[src/rtl/conv_window_feeder_pkg.sv]
// Shared constants, state encoding and address helpers for the conv window feeder.
// Window geometry is derived from the line/kernel/stride constants below.
package conv_window_feeder_pkg;

  localparam int KERNEL_SIZE  = 32;
  localparam int DATA_LENGTH  = 512;
  localparam int DATA_WIDTH   = 8;
  localparam int WEIGHT_WIDTH = 8;
  localparam int BIAS_WIDTH   = 8;
  localparam int STRIDES      = 8;
  localparam int ADDR_WIDTH   = 9;
  localparam int RELU_WIDTH   = 8;
  localparam int BEAT_WIDTH   = $clog2(KERNEL_SIZE);
  localparam int IDX_WIDTH    = 6;

  function automatic int calc_win_count(input int length, input int kernel, input int stride);
    return (length - kernel) / stride + 1;
  endfunction

  localparam int WIN_COUNT      = calc_win_count(DATA_LENGTH, KERNEL_SIZE, STRIDES);
  localparam bit STRIDE_IS_POW2 = ((STRIDES & (STRIDES - 1)) == 0);
  localparam int STRIDE_SHIFT   = $clog2(STRIDES);

  typedef enum logic [2:0] {
    ST_IDLE     = 3'd0,
    ST_W_BURST  = 3'd1,
    ST_D_BURST  = 3'd2,
    ST_WAIT_END = 3'd3,
    ST_DONE     = 3'd4
  } fsm_state_e;

  // First sample address of a window; a plain shift when the stride is a power of two.
  function automatic logic [ADDR_WIDTH-1:0] win_base(input logic [IDX_WIDTH-1:0] win);
    if (STRIDE_IS_POW2) return ADDR_WIDTH'(win) << STRIDE_SHIFT;
    else                return ADDR_WIDTH'(32'(win) * STRIDES);
  endfunction

endpackage

[src/rtl/conv_window_feeder_burst_addr_gen.sv]
// Beat counter and base+offset address generator shared by the weight and data bursts.
// beat_valid trails the issued address by one cycle to match the 1-cycle memory read.
module conv_window_feeder_burst_addr_gen
  import conv_window_feeder_pkg::*;
(
  input  logic                  clk,
  input  logic                  rst,
  input  logic                  run,
  input  logic [ADDR_WIDTH-1:0] base,
  output logic [BEAT_WIDTH-1:0] beat,
  output logic                  last,
  output logic [ADDR_WIDTH-1:0] addr,
  output logic                  beat_valid
);

  assign last = (beat == BEAT_WIDTH'(KERNEL_SIZE - 1));
  assign addr = base + ADDR_WIDTH'(beat);

  always_ff @(posedge clk or posedge rst) begin
    if (rst) begin
      beat       <= '0;
      beat_valid <= 1'b0;
    end else begin
      beat_valid <= run;
      if (run && !last) beat <= beat + 1'b1;
      else              beat <= '0;
    end
  end

endmodule

[src/rtl/conv_window_feeder.sv]
// Sequencer feeding one kernel and a 1-D feature line to the 32-tap multiply-adder,
// one window per stride position, and collecting each window's 8-bit result.
module conv_window_feeder
  import conv_window_feeder_pkg::*;
(
  input  logic                    clk,
  input  logic                    rst,
  input  logic                    start,
  output logic                    busy,
  output logic                    done,
  output logic [BEAT_WIDTH-1:0]   w_addr,
  input  logic [WEIGHT_WIDTH-1:0] w_rdata,
  input  logic [BIAS_WIDTH-1:0]   bias_in,
  output logic [ADDR_WIDTH-1:0]   d_addr,
  input  logic [DATA_WIDTH-1:0]   d_rdata,
  output logic                    weight_en,
  output logic                    Multiply_en,
  output logic [WEIGHT_WIDTH-1:0] weight_out,
  output logic [BIAS_WIDTH-1:0]   bias_out,
  output logic [DATA_WIDTH-1:0]   data_out,
  output logic                    beat_valid,
  input  logic                    conv_end,
  input  logic [RELU_WIDTH-1:0]   result_in,
  output logic                    res_valid,
  output logic [RELU_WIDTH-1:0]   res_data,
  output logic [IDX_WIDTH-1:0]    res_index,
  output logic [2:0]              fsm_state
);

  // Handshake: weight_en / Multiply_en open a burst, then beat_valid is high for exactly
  // KERNEL_SIZE consecutive cycles with the beat on weight_out / data_out; there is no
  // back-pressure. conv_end is only honoured in WAIT_END, including its first cycle.

  fsm_state_e               state, state_nxt;
  logic [IDX_WIDTH-1:0]     win_cnt;
  logic                     run;
  logic                     last;
  logic                     w_beat, d_beat;
  logic [BEAT_WIDTH-1:0]    beat;
  logic [ADDR_WIDTH-1:0]    base, addr;
  logic                     last_win;

  assign last_win = (win_cnt == IDX_WIDTH'(WIN_COUNT - 1));
  assign base     = (state == ST_D_BURST) ? win_base(win_cnt) : '0;

  conv_window_feeder_burst_addr_gen u_addr_gen (
    .clk        (clk),
    .rst        (rst),
    .run        (run),
    .base       (base),
    .beat       (beat),
    .last       (last),
    .addr       (addr),
    .beat_valid (beat_valid)
  );

  always_comb begin
    state_nxt = state;
    run       = 1'b0;
    case (state)
      ST_IDLE:     if (start) state_nxt = ST_W_BURST;
      ST_W_BURST: begin
        run = 1'b1;
        if (last) state_nxt = ST_D_BURST;
      end
      ST_D_BURST: begin
        run = 1'b1;
        if (last) state_nxt = ST_WAIT_END;
      end
      ST_WAIT_END: if (conv_end) state_nxt = last_win ? ST_DONE : ST_D_BURST;
      ST_DONE:     state_nxt = ST_IDLE;
      default:     state_nxt = ST_IDLE;
    endcase
  end

  always_ff @(posedge clk or posedge rst) begin
    if (rst) begin
      state     <= ST_IDLE;
      win_cnt   <= '0;
      bias_out  <= '0;
      w_beat    <= 1'b0;
      d_beat    <= 1'b0;
      res_valid <= 1'b0;
      res_data  <= '0;
      res_index <= '0;
    end else begin
      state     <= state_nxt;
      w_beat    <= (state == ST_W_BURST);
      d_beat    <= (state == ST_D_BURST);
      res_valid <= 1'b0;
      if (state == ST_IDLE && start) begin
        bias_out <= bias_in;
        win_cnt  <= '0;
      end
      if (state == ST_WAIT_END && conv_end) begin
        res_valid <= 1'b1;
        res_data  <= result_in;
        res_index <= win_cnt;
        if (!last_win) win_cnt <= win_cnt + 1'b1;
      end
    end
  end

  // Beat data is gated so idle and reset leave the data outputs at zero.
  assign weight_out  = w_beat ? w_rdata : '0;
  assign data_out    = d_beat ? d_rdata : '0;
  assign w_addr      = (state == ST_W_BURST) ? addr[BEAT_WIDTH-1:0] : '0;
  assign d_addr      = (state == ST_D_BURST) ? addr : '0;
  assign weight_en   = (state == ST_W_BURST) && (beat == '0);
  assign Multiply_en = (state == ST_D_BURST) && (beat == '0);
  assign busy        = (state != ST_IDLE);
  assign done        = (state == ST_DONE);
  assign fsm_state   = state;

endmodule

[config.mk]
export PLATFORM = sky130hd
export DESIGN_NAME = conv_window_feeder
export DESIGN_NICKNAME = d
export VERILOG_FILES = /design/src/rtl/conv_window_feeder_pkg.sv /design/src/rtl/conv_window_feeder_burst_addr_gen.sv /design/src/rtl/conv_window_feeder.sv
export SDC_FILE = /design/constraint.sdc
export NUM_CORES = 1
export LEC_CHECK = 0
export ABC_AREA = 1
export CORE_MARGIN = 4
export CORE_UTILIZATION = 39
export CTS_BUF_LIST = sky130_fd_sc_hd__clkbuf_4 sky130_fd_sc_hd__clkbuf_8 sky130_fd_sc_hd__clkbuf_16
export DETAILED_ROUTE_END_ITERATION = 8
export PLACE_DENSITY = 0.82
export SYNTH_ARGS = -nofsm -noshare
export SYNTH_HDL_FRONTEND = slang
export SYNTH_HIERARCHICAL = 1
export SYNTH_SLANG_ARGS = --single-unit
[constraint.sdc]
create_clock -name clk -period 2.25 [get_ports clk]
set_input_delay 0.45 -clock clk [delete_from_list [all_inputs] [get_ports clk]]
set_output_delay 0.45 -clock clk [all_outputs]
set_load 0.01 [all_outputs]
## After elaboration in Yosys (flattened, before gate mapping)

Cells that the tools add are included.

| word-level totals | value |
|---|---|
| input bits | 36 |
| output and inout bits | 61 |
| register bits | 40 |
| logic and storage cells | 51 |

| cells by class | value |
|---|---|
| mux-type cells | 17 |
| reduce and logical (&&, ||, !) cells | 11 |
| eq/ne operators | 10 |
| $add $sub $neg | 3 |

Operators with widths:

| kind | number |
|---|---|
| $mux 6 | 3 |
| $mux 9 | 2 |
| $mux 8 | 2 |
| $mux 3 | 5 |
| $pmux 3 s4 | 1 |
| $mux 5 | 2 |
| $add 9x5->9 | 1 |
| $add 6x1->6 const B | 1 |
| $eq 3x2->1 const B | 2 |
| $eq 6x6->1 const B | 1 |
| $add 5x1->5 const B | 1 |
| $eq 5x5->1 const B | 1 |
| $logic_and 1x1->1 | 5 |
| $logic_not 5->1 | 1 |
| $ne 2x1->1 const B | 2 |
| $ne 2x2->1 const B | 2 |
| $reduce_and 4->1 | 1 |
| $eq 3x1->1 const B | 1 |
| $eq 3x3->1 const B | 1 |
| $logic_not 3->1 | 1 |
| $reduce_bool 3->1 | 1 |
| $mux 1 | 2 |
| $reduce_or 2->1 | 1 |
| $logic_not 1->1 | 1 |

## Logic depth before layout (Yosys ltp)

Gate-level depths: netlist of run 1.

| logic depth | value |
|---|---|
| depth after elaboration | 5 |
| depth in mapped cells | 12 |
| gate-level depth less buffers | 12 |

## By module

Netlist of run 1, hierarchy kept.

By module, submodules not included:

| module | seq. area each (µm²) | cells an instance | times used | area each (µm²) |
|---|---|---|---|---|
| conv_window_feeder | 850.8 | 271 | 1 | 1880.6 |
| conv_window_feeder_burst_addr_gen | 150.1 | 79 | 1 | 548.0 |

## Least setup slack after synthesis of run 1

Ideal clock, no wire load.

| path | value |
|---|---|
| path kind | register to output |
| from | register state[0] (netlist: fsm_state[0]) |
| to | output port d_addr[6] |
| cell stages (with the launch flop) | 11 |
| arrival | 1848 ps |
| path buffers | 0 |
| data required time | 1800 ps |
| path slack | -48 ps |
| cell sequence | dfrtp_1 -> nor2_4 -> nand2_2 -> nor2_1 -> ha_1 -> or2_1 -> nand3b_1 -> nand3_1 -> nand2_1 -> inv_1 -> nor2_1 |

| on the way | value |
|---|---|
| cells in the longest elaborated chain, start to end | 4 |

Ends and longest elaborated chain:

| what | RTL line | source |
|---|---|---|
| start, declared | conv_window_feeder.sv:34 | `fsm_state_e state, state_nxt;` |
| start signal, assigned | conv_window_feeder.sv:87 | `state <= state_nxt;` |
| $eq 3x2->1 | conv_window_feeder.sv:44 | `assign base = (state == ST_D_BURST) ? win_base(win_cnt) : '0;` |
| $mux 9 | conv_window_feeder.sv:44 |  |
| named net base[3] | conv_window_feeder.sv:40 | `logic [ADDR_WIDTH-1:0] base, addr;` |
| $add 9x5->9 | conv_window_feeder_burst_addr_gen.sv:17 | `assign addr = base + ADDR_WIDTH'(beat);` |
| named net addr[6] | conv_window_feeder.sv:40 |  |
| $mux 9 | conv_window_feeder.sv:108 | `assign d_addr = (state == ST_D_BURST) ? addr : '0;` |
| end, declared | conv_window_feeder.sv:14 | `output logic [ADDR_WIDTH-1:0] d_addr,` |

The timed path passes the listed nets, and every way through them passes these cells.

## Final worst setup path of run 1

| path | value |
|---|---|
| from | register state[0] (netlist: fsm_state[0]) |
| to | output port d_addr[4] |

The elaborated chain is that of the path after synthesis.

==> results of run 1 <==
-- what timing repair did --
item / in CTS / in global routing
resized for setup: 45 / 9
pin swaps: 17 / 16
setup endpoints to repair: 16 / 8
buffers inserted: 2 / 1
-- flip-flops by register name, indices dropped and copies added, names as in the netlist, 3 cells and up --
| name | flops |
|---|---|
| u_addr_gen/beat | 5 |
| bias_out | 8 |
| fsm_state | 3 |
| res_index | 6 |
| res_data | 8 |
| win_cnt | 6 |
-- routing by layer --
| metal | global-route usage (%) | wire length, um |
|---|---|---|
| met5 | 0 | 0 |
| met1 | 19.6 | 2600 |
| met3 | 4.26 | 445 |
| met4 | 3.54 | 66 |
| met2 | 31.7 | 3260 |
-- final cells by class --
type / instances / area (um2) / area share [%]
multi-input combinational: 234 / 1180 / 31.1
timing repair buffer: 125 / 1130 / 29.8
sequential: 40 / 1000 / 26.5
inverter: 70 / 267 / 7.04
tap: 75 / 93.8 / 2.48
clock buffer: 5 / 68.8 / 1.82
clock inverter: 3 / 47.5 / 1.26
-- kinds of logic (layout without fill, tap and decap cells) --
group,after synthesis,in the layout,share of synthesized area [%]
and+or+nand+nor,198,198,35.1
xor gates and xnor gates,3,3,1.08
AOI/OAI and AO/OA,19,19,4.12
buffers and inverters,79,203,12.9
other,1,4,0.154
DFF,40,40,41.2
adders and majority gates,10,10,5.46
-- cell usage in the layout (no fill, tap or decap), types with 23 or more instances in the layout --
cell type	instances
inv_1	68
dfrtp_1	38
clkdlybuf4s50_1	80
nand3_1	23
buf_4	29
nand2_1	114
nor2_1	35
-- where the power goes --
| part | switching [uW] | internal, uW |
|---|---|---|
| registers | 169 | 969 |
| clock network | 257 | 334 |
| logic | 1070 | 1040 |
-- worst min path at each step --
stage / start / to
2_1_floorplan: rst / u_addr_gen/beat[0]$_DFF_PP0_
6_report: rst / u_addr_gen/beat_valid$_DFF_PP0_
5_1_grt: rst / u_addr_gen/beat_valid$_DFF_PP0_
4_1_cts: rst / u_addr_gen/beat_valid$_DFF_PP0_
3_3_place_gp: res_data[4]$_DFFE_PP0P_ / res_data[4]$_DFFE_PP0P_
3_5_place_dp: res_data[2]$_DFFE_PP0P_ / res_data[2]$_DFFE_PP0P_
-- metrics by stage --
stage,hold WS (ps),cell area (um2)
after global routing,416,3790
after floorplan,241,2440
after global placement,464,3640
after CTS,400,3750
final,401,3790
after detailed placement,466,3640
==> metrics.txt, run 1 <==
hold buffers post-CTS=0; Synth async-reset ratio=between 90% and 100%; failing checks=setup timing; IO Pins=97; total track usage=approximately 17%; reg2reg path depth=9; final hold violations=0; drt via density=around 4.6; HPWL Detailed=4910 um; row cnt=28; Clock Sinks=40; Top delay family on crit path=simple AND/OR/NAND/NOR gates; CP Capture Type=primary output; die width=86.9 um; Critical Path Stages=10; worst min path class=input pin to async pin; clock root cell=clkbuf_8; GR Overflow Total=0; initial antenna violation count=0; TritonCTS Buffers=5; Worst Setup Path Type=flip-flop to primary output; period utilization=111%; Core Util, Final=63.2%; Seq/Total Area, Yosys=approximately two fifths; distinct cell type count after synthesis=30; Layout area overhead=56.0%; Clk Latency, worst-skew pair=290 ps; Die Area=around 7600 um2; crit-path max cell delay=420 ps; Clock Skews=around 6.5 ps; Crit path top cell by count=nor2_2; FF+latch count, synth=40; slowest CP cell=dfrtp_2; global placement routability congestion=between 0.8 and 0.9; Post-synth EDFFs=0; Initial Utilization=just over 40%; Synth Cell Area=about 2400 um2; status=complete, but fails checks; core area=5990 um2; first-pass GRT wire length=between 10,000 and 15,000 um; Die Span Y=roughly 87 um; Clock Tree Buf Depth=2; DRT Pass-1 Iters=4; TritonCTS clock tree=done; leakage power=0.00210 uW; PortBufs=96; top-area cell type share of the netlist area=41.2%; pre-CTS setup slack=-396 ps; Antenna Cells=0; CP Max Fanout=4; Placed Instances=around 540; via count=2,547; reg-to-reg endpoint=win_cnt[5]$_DFF_PP0_; startpoint types=flip-flop; layout cell share with drive strength beyond 1=15.1%; final WL=around 6400 um; number of global-route vias before repair=between 2k and 2.5k; Critical Path Start=fsm_state[0]$_DFFE_PP0P_; Yosys top cell by area=dfrtp_1; crit path DAT=2040 ps; Slew Limit Fails=0; Top FF cell, synth=dfrtp_1; most area-consuming cells after synthesis=dfrtp_1 (41%), nand2_1 (18%), inv_1 (11%); post-synthesis cell count=350; RSZ-0062 raised after global routing=yes; fmax=402 MHz; Filler cells=527; Worst setup endpoint=d_addr[4]; Final setup viols=8; maximum VDD drop=about 0.00070 V; top cells by count, synth=nand2_1 (115), inv_1 (70), nor2_1 (42); CTS HTree Levels=2; final setup TNS=-1150 ps; most common cell in the netlist=nand2_1; post-route ant nets=0; worst setup margin=-240 ps; DRC errors left=0; min cycle time layout=approximately 2500 ps; # nets final=roughly 520; Syn. warnings=6; Final Non-Filler Cells=552; r2r setup slk=around 590 ps; reg2reg start=fsm_state[0]$_DFFE_PP0P_; routed len/inst=11.5 um; Final Power=roughly 3800 uW; Syn Area/Cell=just under 7 um2; largest net degree at the start of global routing=35; critical path buffer and inverter count=2; crit-path cells=nor2_4 -> nand2_2 -> nor2_2 -> ha_1 -> or2_4 -> nand2_4 -> xnor2_2 -> inv_1 -> nor2_2 -> buf_2; clk slew on worst S/H paths=about 80 ps; max_cap viols=0; Initial DRC Count=121; Worst Path Required=1800 ps; Cell Pwr Density=just over 1000 nW/um2
Note: power is estimated with default switching activity, not from simulation.
==> inputs of run 2 (changes only) <==
--- a/config.mk
+++ b/config.mk
@@ -9,6 +9,7 @@
 export CORE_MARGIN = 4
 export CORE_UTILIZATION = 39
 export CTS_BUF_LIST = sky130_fd_sc_hd__clkbuf_4 sky130_fd_sc_hd__clkbuf_8 sky130_fd_sc_hd__clkbuf_16
+export CTS_CLUSTER_SIZE = 25
 export DETAILED_ROUTE_END_ITERATION = 8
 export PLACE_DENSITY = 0.82
 export SYNTH_ARGS = -nofsm -noshare
==> constraint.sdc (replaced) <==
create_clock -name clk -period 2.2 [get_ports clk]
set_input_delay 0.44 -clock clk [delete_from_list [all_inputs] [get_ports clk]]
set_output_delay 0.44 -clock clk [all_outputs]
set_load 0.01 [all_outputs]
==> run 2 against run 1 <==
  * The run still ends with setup timing left
  * Setup slack better by 6.5 ps
  * First-iteration DRC count up 2.5%
  * Routed wire length decreased by 3.0%
  * Flip-flop and latch count did not move
  * Largest power group unchanged
  * Highest routed layer is now met3
==> metrics.txt, run 2 (synthesis gave the netlist of run 1 again) <==
clock root cell=clkbuf_8; worst setup margin=-234 ps; Final Power=slightly below 4000 uW; Die Area=approximately 7600 um2; post-route ant nets=0; final hold violations=0; clk slew on worst S/H paths=70 ps; IO Pins=between 90 and 100; core area=between 5000 and 6000 um2; Cell Pwr Density=between 1000 and 1500 nW/um2; leakage power=roughly 0.0021 uW; CP Capture Type=primary output; initial antenna violation count=0; max_cap viols=0; RSZ-0062 raised after global routing=yes; Final setup viols=7; Layout area overhead=57.3%; DRT Pass-1 Iters=4; row cnt=28; routed len/inst=~11 um; layout cell share with drive strength beyond 1=16.4%; commonest cells after routing, fill and taps aside=nand2_1 (114), clkdlybuf4s50_1 (80), inv_1 (67); Final Instance Area=3820 um2; Worst Path Required=about 1800 ps; Worst Setup Path Type=flip-flop to primary output; Clk Latency, worst-skew pair=around 280 ps; reg2reg start=u_addr_gen/beat[1]$_DFF_PP0_; crit-path max cell delay=420 ps; failing checks=setup timing; DRC errors left=0; startpoint types=flip-flop; Slew Limit Fails=0; min cycle time layout=between 2000 and 2500 ps; Die Span Y=around 87 um; PortBufs=between 90 and 100; Initial DRC Count=around 120; placed inst area=between 3000 and 4000 um2; slowest CP cell=dfrtp_2; CTS HTree Levels=2; reg-to-reg endpoint=u_addr_gen/beat[3]$_DFF_PP0_; global placement routability congestion=approximately 0.85; drt via density=4.53; Antenna Cells=0; Core Util, Final=63.8%; maximum VDD drop=roughly 0.00074 V; Filler cells=around 530; status=complete, but fails checks; HPWL Detailed=a little under 5000 um; hold slack final=between 300 and 400 ps; GR Overflow Total=0; Initial Utilization=between 40% and 50%; TritonCTS Buffers=5; period utilization=111%; Clock Skews=~6.2 ps; r2r setup slk=580 ps; crit path DAT=1990 ps; Clock Tree Buf Depth=2; worst min path class=input pin to async pin; via count=around 2.5k; fmax=~410 MHz; CP Max Fanout=4; first-pass GRT wire length=10,200 um; largest net degree at the start of global routing=35; TritonCTS clock tree=done; Clock Sinks=40; crit-path cells=nor2_4 -> nand2_4 -> nor2_2 -> ha_4 -> or2_4 -> nand3b_1 -> nand3_1 -> nand2_1 -> inv_1 -> nor2_2 -> buf_2; die width=a little under 90 um; # nets final=~520; Final Non-Filler Cells=~550; reg2reg path depth=9; number of global-route vias before repair=2,332; most common cell after layout, fill and taps aside=nand2_1; Crit path top cell by count=nor2_2; largest registers=bias_out x8, res_data x8; hold buffers post-CTS=0; final WL=between 6000 and 7000 um; Placed Instances=between 500 and 600; total track usage=~16%
run 2: layout make-up:
type / count / area, um2 / area share (%)
inverter: 70 / 267 / 6.97
multi-input combinational: 234 / 1220 / 31.9
timing repair buffer: 124 / 1120 / 29.4
sequential: 40 / 1000 / 26.3
clock buffer: 5 / 68.8 / 1.80
clock inverter: 3 / 42.5 / 1.11
tap: 75 / 93.8 / 2.46
run 2: critical path: cells and delay by family, from the launching register on:
kind                       cells  cell delay (ps)
adders and majority gates      1              220
and+or+nand+nor                8              900
DFF                            1              420
buffers and inverters          2              170
run 2: how the worst max path moves through the flow:
stage	startpoint	endpoint	slack, ps	depth (start not counted)
floorplan	fsm_state[0]$_DFFE_PP0P_	d_addr[4]	2	9
global placement	fsm_state[0]$_DFFE_PP0P_	w_addr[4]	-310	10
detailed placement	fsm_state[0]$_DFFE_PP0P_	d_addr[8]	-360	11
CTS	fsm_state[2]$_DFFE_PP0P_	d_addr[6]	-280	11
global route	fsm_state[0]$_DFFE_PP0P_	d_addr[5]	-370	12
finish	fsm_state[0]$_DFFE_PP0P_	d_addr[6]	-230	11
run 2: through the flow:
step | setup slack (ps) | setup TNS [ps]
finish | -234 | -1170
global route | -366 | -2040
CTS | -281 | -1600
detailed placement | -360 | -2150
global placement | -306 | -1750
floorplan | 2.35 | 0
run 2: metal layers:
metal | routed length (um) | GRT usage, %
met5 | 0 | 0
met1 | 2700 | 20.3
met2 | 3160 | 29.7
met3 | 333 | 3.78
met4 | 0 | 1.70
run 2: timing repair:
action | CTS | global route
buffers inserted | 2 | 0
resized for setup | 49 | 13
setup endpoints to repair | 16 | 8
endpoints found under the hold margin | 0 | 0
pin swaps | 12 | 7
run 2: report_power, final:
group | internal (uW) | switching, uW | leakage (uW)
sequential | 992 | 168 | 0.000517
combinational | 1060 | 1110 | 0.00150
clock | 336 | 250 | 0.0000541
